==> config.mk <==
export PLATFORM = sky130hd
export DESIGN_NAME = siso_sequencer
export DESIGN_NICKNAME = d
export VERILOG_FILES = /design/src/rtl/siso_sequencer_pkg.sv /design/src/rtl/siso_sequencer_johnson_decode.sv /design/src/rtl/siso_sequencer.sv
export SDC_FILE = /design/constraint.sdc
export NUM_CORES = 1
export LEC_CHECK = 0
export CAP_MARGIN = 20
export CORE_UTILIZATION = 50
export CTS_CLUSTER_DIAMETER = 80
export DETAILED_ROUTE_END_ITERATION = 10
export GPL_TIMING_DRIVEN = 0
export PLACE_DENSITY_LB_ADDON = 0.25
export SETUP_SLACK_MARGIN = 0.2
export SLEW_MARGIN = 20
export SYNTH_ARGS = -nofsm -noshare
export SYNTH_HDL_FRONTEND = slang
export SYNTH_SLANG_ARGS = --single-unit
==> constraint.sdc <==
create_clock -name CLK -period 2.5 [get_ports CLK]
set_input_delay 0.75 -clock CLK [delete_from_list [all_inputs] [get_ports CLK]]
set_output_delay 0.75 -clock CLK [all_outputs]
set_load 0.05 [all_outputs]
==> src/rtl/siso_sequencer_pkg.sv <==
// Shared encodings for the SISO sequencer: Johnson phase patterns and FSM states.
package siso_sequencer_pkg;

    localparam int PHASE_COUNT = 8;

    localparam logic [3:0] JOHN_PH0 = 4'b0000;
    localparam logic [3:0] JOHN_PH1 = 4'b0001;
    localparam logic [3:0] JOHN_PH2 = 4'b0011;
    localparam logic [3:0] JOHN_PH3 = 4'b0111;
    localparam logic [3:0] JOHN_PH4 = 4'b1111;
    localparam logic [3:0] JOHN_PH5 = 4'b1110;
    localparam logic [3:0] JOHN_PH6 = 4'b1100;
    localparam logic [3:0] JOHN_PH7 = 4'b1000;

    typedef enum logic [1:0] {
        ST_IDLE  = 2'd0,
        ST_RUN   = 2'd1,
        ST_STEP1 = 2'd2,
        ST_HALT  = 2'd3
    } seq_state_t;

endpackage

==> src/rtl/siso_sequencer_johnson_decode.sv <==
// 4-bit Johnson phase -> one-hot phase index; non-Johnson patterns raise illegal.
module siso_sequencer_johnson_decode
    import siso_sequencer_pkg::*;
(
    input  logic [3:0]             johnson,
    output logic [PHASE_COUNT-1:0] onehot,
    output logic                   illegal
);

    always_comb begin
        onehot  = '0;
        illegal = 1'b0;
        case (johnson)
            JOHN_PH0: onehot[0] = 1'b1;
            JOHN_PH1: onehot[1] = 1'b1;
            JOHN_PH2: onehot[2] = 1'b1;
            JOHN_PH3: onehot[3] = 1'b1;
            JOHN_PH4: onehot[4] = 1'b1;
            JOHN_PH5: onehot[5] = 1'b1;
            JOHN_PH6: onehot[6] = 1'b1;
            JOHN_PH7: onehot[7] = 1'b1;
            default:  illegal   = 1'b1;
        endcase
    end

endmodule

==> src/rtl/siso_sequencer.sv <==
// SISO sequencer: Johnson phase generation, run/step/halt control and
// self-check of SISO output against a delayed copy of its input.
module siso_sequencer
    import siso_sequencer_pkg::*;
#(
    parameter int DEPTH       = 8,
    parameter int ERR_W       = 8,
    parameter bit STOP_ON_ERR = 1'b0
) (
    input  logic             CLK,
    input  logic             RESET,
    input  logic             RUN,
    input  logic             STEP,
    input  logic             CLR,
    input  logic             SHOW_LFSR,
    input  logic [7:0]       LFSR_STATE,
    input  logic             SISO_IN,
    input  logic             SISO_OUT,
    output logic [3:0]       JOHNSON,
    output logic [7:0]       PULSES,
    output logic [7:0]       BYTE_OUT,
    output logic             SHIFT,
    output logic             ERR,
    output logic [ERR_W-1:0] ERR_CNT,
    output logic             HALTED
);

    localparam int PRIME_W = $clog2(DEPTH + 1);
    localparam logic [PRIME_W-1:0] PRIME_FULL = PRIME_W'(DEPTH);

    seq_state_t   state;
    logic         step_q;
    logic [DEPTH-1:0]   dline;
    logic [PRIME_W-1:0] prime;

    logic [PHASE_COUNT-1:0] cur_phase;
    logic       illegal;
    logic       advance;
    logic       step_rise;
    logic       mismatch;
    logic [3:0] johnson_next;
    logic [7:0] pulses_next;

    siso_sequencer_johnson_decode u_decode (
        .johnson (JOHNSON),
        .onehot  (cur_phase),
        .illegal (illegal)
    );

    // Next one-hot is the current one rotated; an illegal pattern restarts at phase 0.
    always_comb begin
        advance      = (state == ST_RUN) || (state == ST_STEP1);
        step_rise    = STEP & ~step_q;
        mismatch     = SHIFT && (prime == PRIME_FULL) && (SISO_OUT != dline[DEPTH-1]);
        johnson_next = illegal ? JOHN_PH0 : {JOHNSON[2:0], ~JOHNSON[3]};
        pulses_next  = illegal ? 8'h01 : {cur_phase[6:0], cur_phase[7]};
    end

    assign BYTE_OUT = SHOW_LFSR ? LFSR_STATE : PULSES;

    always_ff @(posedge CLK or posedge RESET) begin
        if (RESET) begin
            state   <= ST_IDLE;
            step_q  <= 1'b0;
            dline   <= '0;
            prime   <= '0;
            JOHNSON <= JOHN_PH0;
            PULSES  <= '0;
            SHIFT   <= 1'b0;
            ERR     <= 1'b0;
            ERR_CNT <= '0;
            HALTED  <= 1'b0;
        end else begin
            step_q <= STEP;
            PULSES <= '0;
            SHIFT  <= 1'b0;
            ERR    <= 1'b0;
            // CLR wins over everything and also suppresses this cycle's advance.
            if (CLR) begin
                state   <= ST_IDLE;
                HALTED  <= 1'b0;
                ERR_CNT <= '0;
                prime   <= '0;
                dline   <= '0;
            end else begin
                if (advance) begin
                    JOHNSON <= johnson_next;
                    PULSES  <= pulses_next;
                    SHIFT   <= cur_phase[7];
                end
                if (SHIFT) begin
                    dline <= {dline[DEPTH-2:0], SISO_IN};
                    if (prime != PRIME_FULL) prime <= prime + 1'b1;
                    if (mismatch) begin
                        ERR <= 1'b1;
                        if (ERR_CNT != '1) ERR_CNT <= ERR_CNT + 1'b1;
                    end
                end
                case (state)
                    ST_IDLE: begin
                        if (RUN) state <= ST_RUN;
                        else if (step_rise) state <= ST_STEP1;
                    end
                    ST_RUN: begin
                        if (STOP_ON_ERR && mismatch) begin
                            state  <= ST_HALT;
                            HALTED <= 1'b1;
                        end else if (!RUN) begin
                            state <= ST_IDLE;
                        end
                    end
                    ST_STEP1: begin
                        if (STOP_ON_ERR && mismatch) begin
                            state  <= ST_HALT;
                            HALTED <= 1'b1;
                        end else begin
                            state <= ST_IDLE;
                        end
                    end
                    default: state <= ST_HALT;
                endcase
            end
        end
    end

endmodule

==> impl_metrics.env, run 1 <==
export IMPL_status="completed"
export IMPL_crit_path_cell_trace="clkdlybuf4s50_1 > mux2_2 > buf_6"
export IMPL_num_antenna_cells=0
export IMPL_syn_to_final_growth_pct=33.6
export IMPL_critPathTopFamily="buffers and inverters"
export IMPL_routed_via_density=5.39
export IMPL_crit_arrival_ns=1.60
export IMPL_placed_area_sq_um=2300
export IMPL_cts_sinks=37
export IMPL_cts_path_max_buffers=2
export IMPL_r2r_cells=6
export IMPL_fin_skew_ns=0.00973
export IMPL_h_tree_depth=2
export IMPL_vdd_drop_max_uv=578
export IMPL_setup_viol=0
export IMPL_worstPathMaxFanout=1
export IMPL_hold_viol_final=0
export IMPL_critical_path_class="in2out"
export IMPL_hp_start="dline[2]$_DFFE_PP0P_"
export IMPL_fin_area_sq_um=2410
export IMPL_wl_met2_um=2050
export IMPL_drive_gt1_frac=0.133
export IMPL_mostFrequentLayoutCells="37 x dfrtp_1, 23 x nor2_1, 17 x dlygate4sd2_1"
export IMPL_post_drt_wl_per_cell_um=15.0
export IMPL_via_count=1462
export IMPL_synthArstFlopShare=1.00
export IMPL_r2r_end="ERR_CNT[7]$_DFFE_PP0P_"
export IMPL_rows=21
export IMPL_max_freq_ghz=0.426
export IMPL_setup_ws_ns=0.153
export IMPL_coreArea_sq_um=3390
export IMPL_holdPathEnd="dline[2]$_DFFE_PP0P_"
export IMPL_tightest_slew_ns=0.748
export IMPL_reg2reg_from="prime[0]$_DFFE_PP0P_"
export IMPL_pwr_share_comb=0.448
export IMPL_grt_max_degree=38
export IMPL_worstPathRequired_ns=1.75
export IMPL_max_slew_margin=0.501
export IMPL_p_leak_nw=1.29
export IMPL_grt_overflow_total=0
export IMPL_wl_met1_um=1730
export IMPL_grt_pass1_vias=1459
export IMPL_worstHoldPathCells=2
export IMPL_netlist_instances=174
export IMPL_antenna_found_initial=0
export IMPL_fin_crit_sh=0.939
export IMPL_layout_commonest_cell="dfrtp_1"
export IMPL_fin_tns_setup_ns=0
export IMPL_nFillCells=241
export IMPL_ant_nets=0
export IMPL_synth_area_sq_um=1810
export IMPL_drtIter0Drc=69
export IMPL_synth_warnings=0
export IMPL_synth_top_cell_by_area="dfrtp_1"
export IMPL_synth_fp_nets=195
export IMPL_dp_slack_ns=-0.410
export IMPL_ys_seq_area_frac=0.512
export IMPL_final_nets=245
export IMPL_firstDrtPassIters=4
export IMPL_io_pins=47
export IMPL_wl_um=4070
export IMPL_critPathSlowestCell="clkdlybuf4s50_1"
export IMPL_cts_buffers=5
export IMPL_rrSetupSlack_ns=0.67
export IMPL_fin_crit_ns=2.35
export IMPL_drv_cap=0
export IMPL_post_cts_buffers=0
export IMPL_die_area_sq_um=3860
export IMPL_p_sw_frac=0.418
export IMPL_setup_worst_path_start_class="input port"
export IMPL_cts_tree="yes"
export IMPL_gp_congestion=0.881
export IMPL_route_detailed_drc=0
export IMPL_cts_clk_slew_worst_paths_ns=0.10
export IMPL_synth_top_area_frac=0.512
export IMPL_synthFlopType="dfrtp_1"
export IMPL_syn_avg_cell_area_sq_um=10.4
export IMPL_synth_area_leaders="dfrtp_1 51%, mux2i_1 6.6%, mux2_2 5.0%"
export IMPL_port_buffers=43
export IMPL_wl_met3_um=251
export IMPL_crit_path_end_kind="output pin"
export IMPL_grt_pass1_wl_um=6780
export IMPL_p_sw_uw=760
export IMPL_ys_types=37
export IMPL_rsz0062_at_grt="true"
export IMPL_die_x_um=62.1
export IMPL_synth_edff_count=0
export IMPL_final_util=0.712
export IMPL_fin_total_pwr_mw=1.82
export IMPL_cts_hold_fix_buffers=0
export IMPL_cts_root_buffer="clkbuf_4"
export IMPL_clkLatencyLatePin_ns=0.34
export IMPL_die_h_um=62.1
export IMPL_p_seq_frac=0.389
export IMPL_finalMaxSlewViolations=0
export IMPL_min_path_type="reg2reg"
export IMPL_initial_core_util=0.533
export IMPL_power_density_nw_per_um2=753
export IMPL_crit_buf_inv=2
export IMPL_critPathMaxStageDelay_ns=0.41
export IMPL_p_clk_frac=0.163
export IMPL_cellInternalPower_mw=1.06
export IMPL_highest_layer="met4"
export IMPL_grt_use_total=0.227
export IMPL_synth_seq_cells=37
export IMPL_hpwl_um=2700
-- layer usage --
layer	GRT usage	up-vias
met2	0.396	59
met4	0.0843	0
met3	0.0680	5
met1	0.262	696
li1	-	702
met5	0	-
-- worst max-delay path by stage --
stage             startpoint           to  slack, ns  cells past startpoint
2_1_floorplan      SHOW_LFSR  BYTE_OUT[0]       0.24                      2
3_3_place_gp   LFSR_STATE[3]  BYTE_OUT[3]      -0.40                      3
3_5_place_dp   LFSR_STATE[7]  BYTE_OUT[7]      -0.41                      3
4_1_cts        LFSR_STATE[7]  BYTE_OUT[7]       0.11                      3
5_1_grt        LFSR_STATE[7]  BYTE_OUT[7]       0.15                      3
6_report       LFSR_STATE[7]  BYTE_OUT[7]       0.15                      3
-- final cells by class --
type | instances | area, sq um | share of cell area
inverter | 7 | 26.3 | 0.0109
clock buffer | 6 | 41.3 | 0.0171
timing repair buffer | 43 | 470 | 0.195
buffer | 12 | 52.6 | 0.0218
tap | 46 | 57.6 | 0.0238
multi-input combinational | 118 | 831 | 0.344
sequential | 37 | 926 | 0.383
clock inverter | 2 | 10.0 | 0.00415
-- tightest hold or removal path, delay by kind of cell (launching register included) --
kind	cells	cell delay (ns)
flip-flops	1	0.36
AND/OR/NAND/NOR	1	0.08
multiplexers	1	0.07
-- power by group through the flow --
stage,registers [mW],logic [mW],clock network [mW]
3_3_place_gp,0.709,0.748,0
3_5_place_dp,0.716,0.782,0
5_1_grt,0.712,0.873,0.333
6_report,0.708,0.815,0.296
2_1_floorplan,0.868,0.397,0
4_1_cts,0.704,0.807,0.308
-- per-stage QoR --
step,hold WS [ns],std cells
2_1_floorplan,0.486,174
3_3_place_gp,0.501,263
3_5_place_dp,0.510,263
4_1_cts,0.536,271
5_1_grt,0.555,271
6_report,0.533,271
-- cell families (layout without fill, tap and decap cells) --
| family | Yosys count | count (layout) | share of synthesized area |
|---|---|---|---|
| AND/OR/NAND/NOR | 61 | 61 | 0.170 |
| flip-flops | 37 | 37 | 0.512 |
| AO/OA/AOI/OAI | 26 | 26 | 0.0934 |
| multiplexers | 20 | 20 | 0.116 |
| buffers and inverters | 19 | 70 | 0.0429 |
| adder cells (fa/ha/maj) | 5 | 5 | 0.0346 |
| XOR/XNOR | 5 | 5 | 0.0284 |
| other | 1 | 1 | 0.00207 |
-- timing repair --
action                                  4_1_cts  5_1_grt
pin swaps                                     0        0
endpoints found under the setup margin       18       11
resized for setup                            86       13
-- synthesized netlist by cell type (5+ instances only) --
cell type   n
nand2_1     7
clkbuf_1    9
mux2i_1    12
mux2_2      8
dfrtp_1    37
nand2b_1    5
inv_1       7
a21oi_1     5
o21ai_0     8
ha_1        5
nor2_1     23
nor2b_1     5
-- state kept, by name (all words and copies together), names as in the netlist --
name and flops:
ERR_CNT 8, step_q 1, prime 4, dline 8
JOHNSON 4, ERR 1, state 2, PULSES 8
SHIFT 1
Note: power is estimated with default switching activity, not from simulation.
==> run 2, diff against run 1 <==
- CAP_MARGIN: 20 -> 0
- CTS_CLUSTER_SIZE: not set -> 16
==> results of run 2 <==
No change in the layout: final DEF, timing and power equal those of run 1.
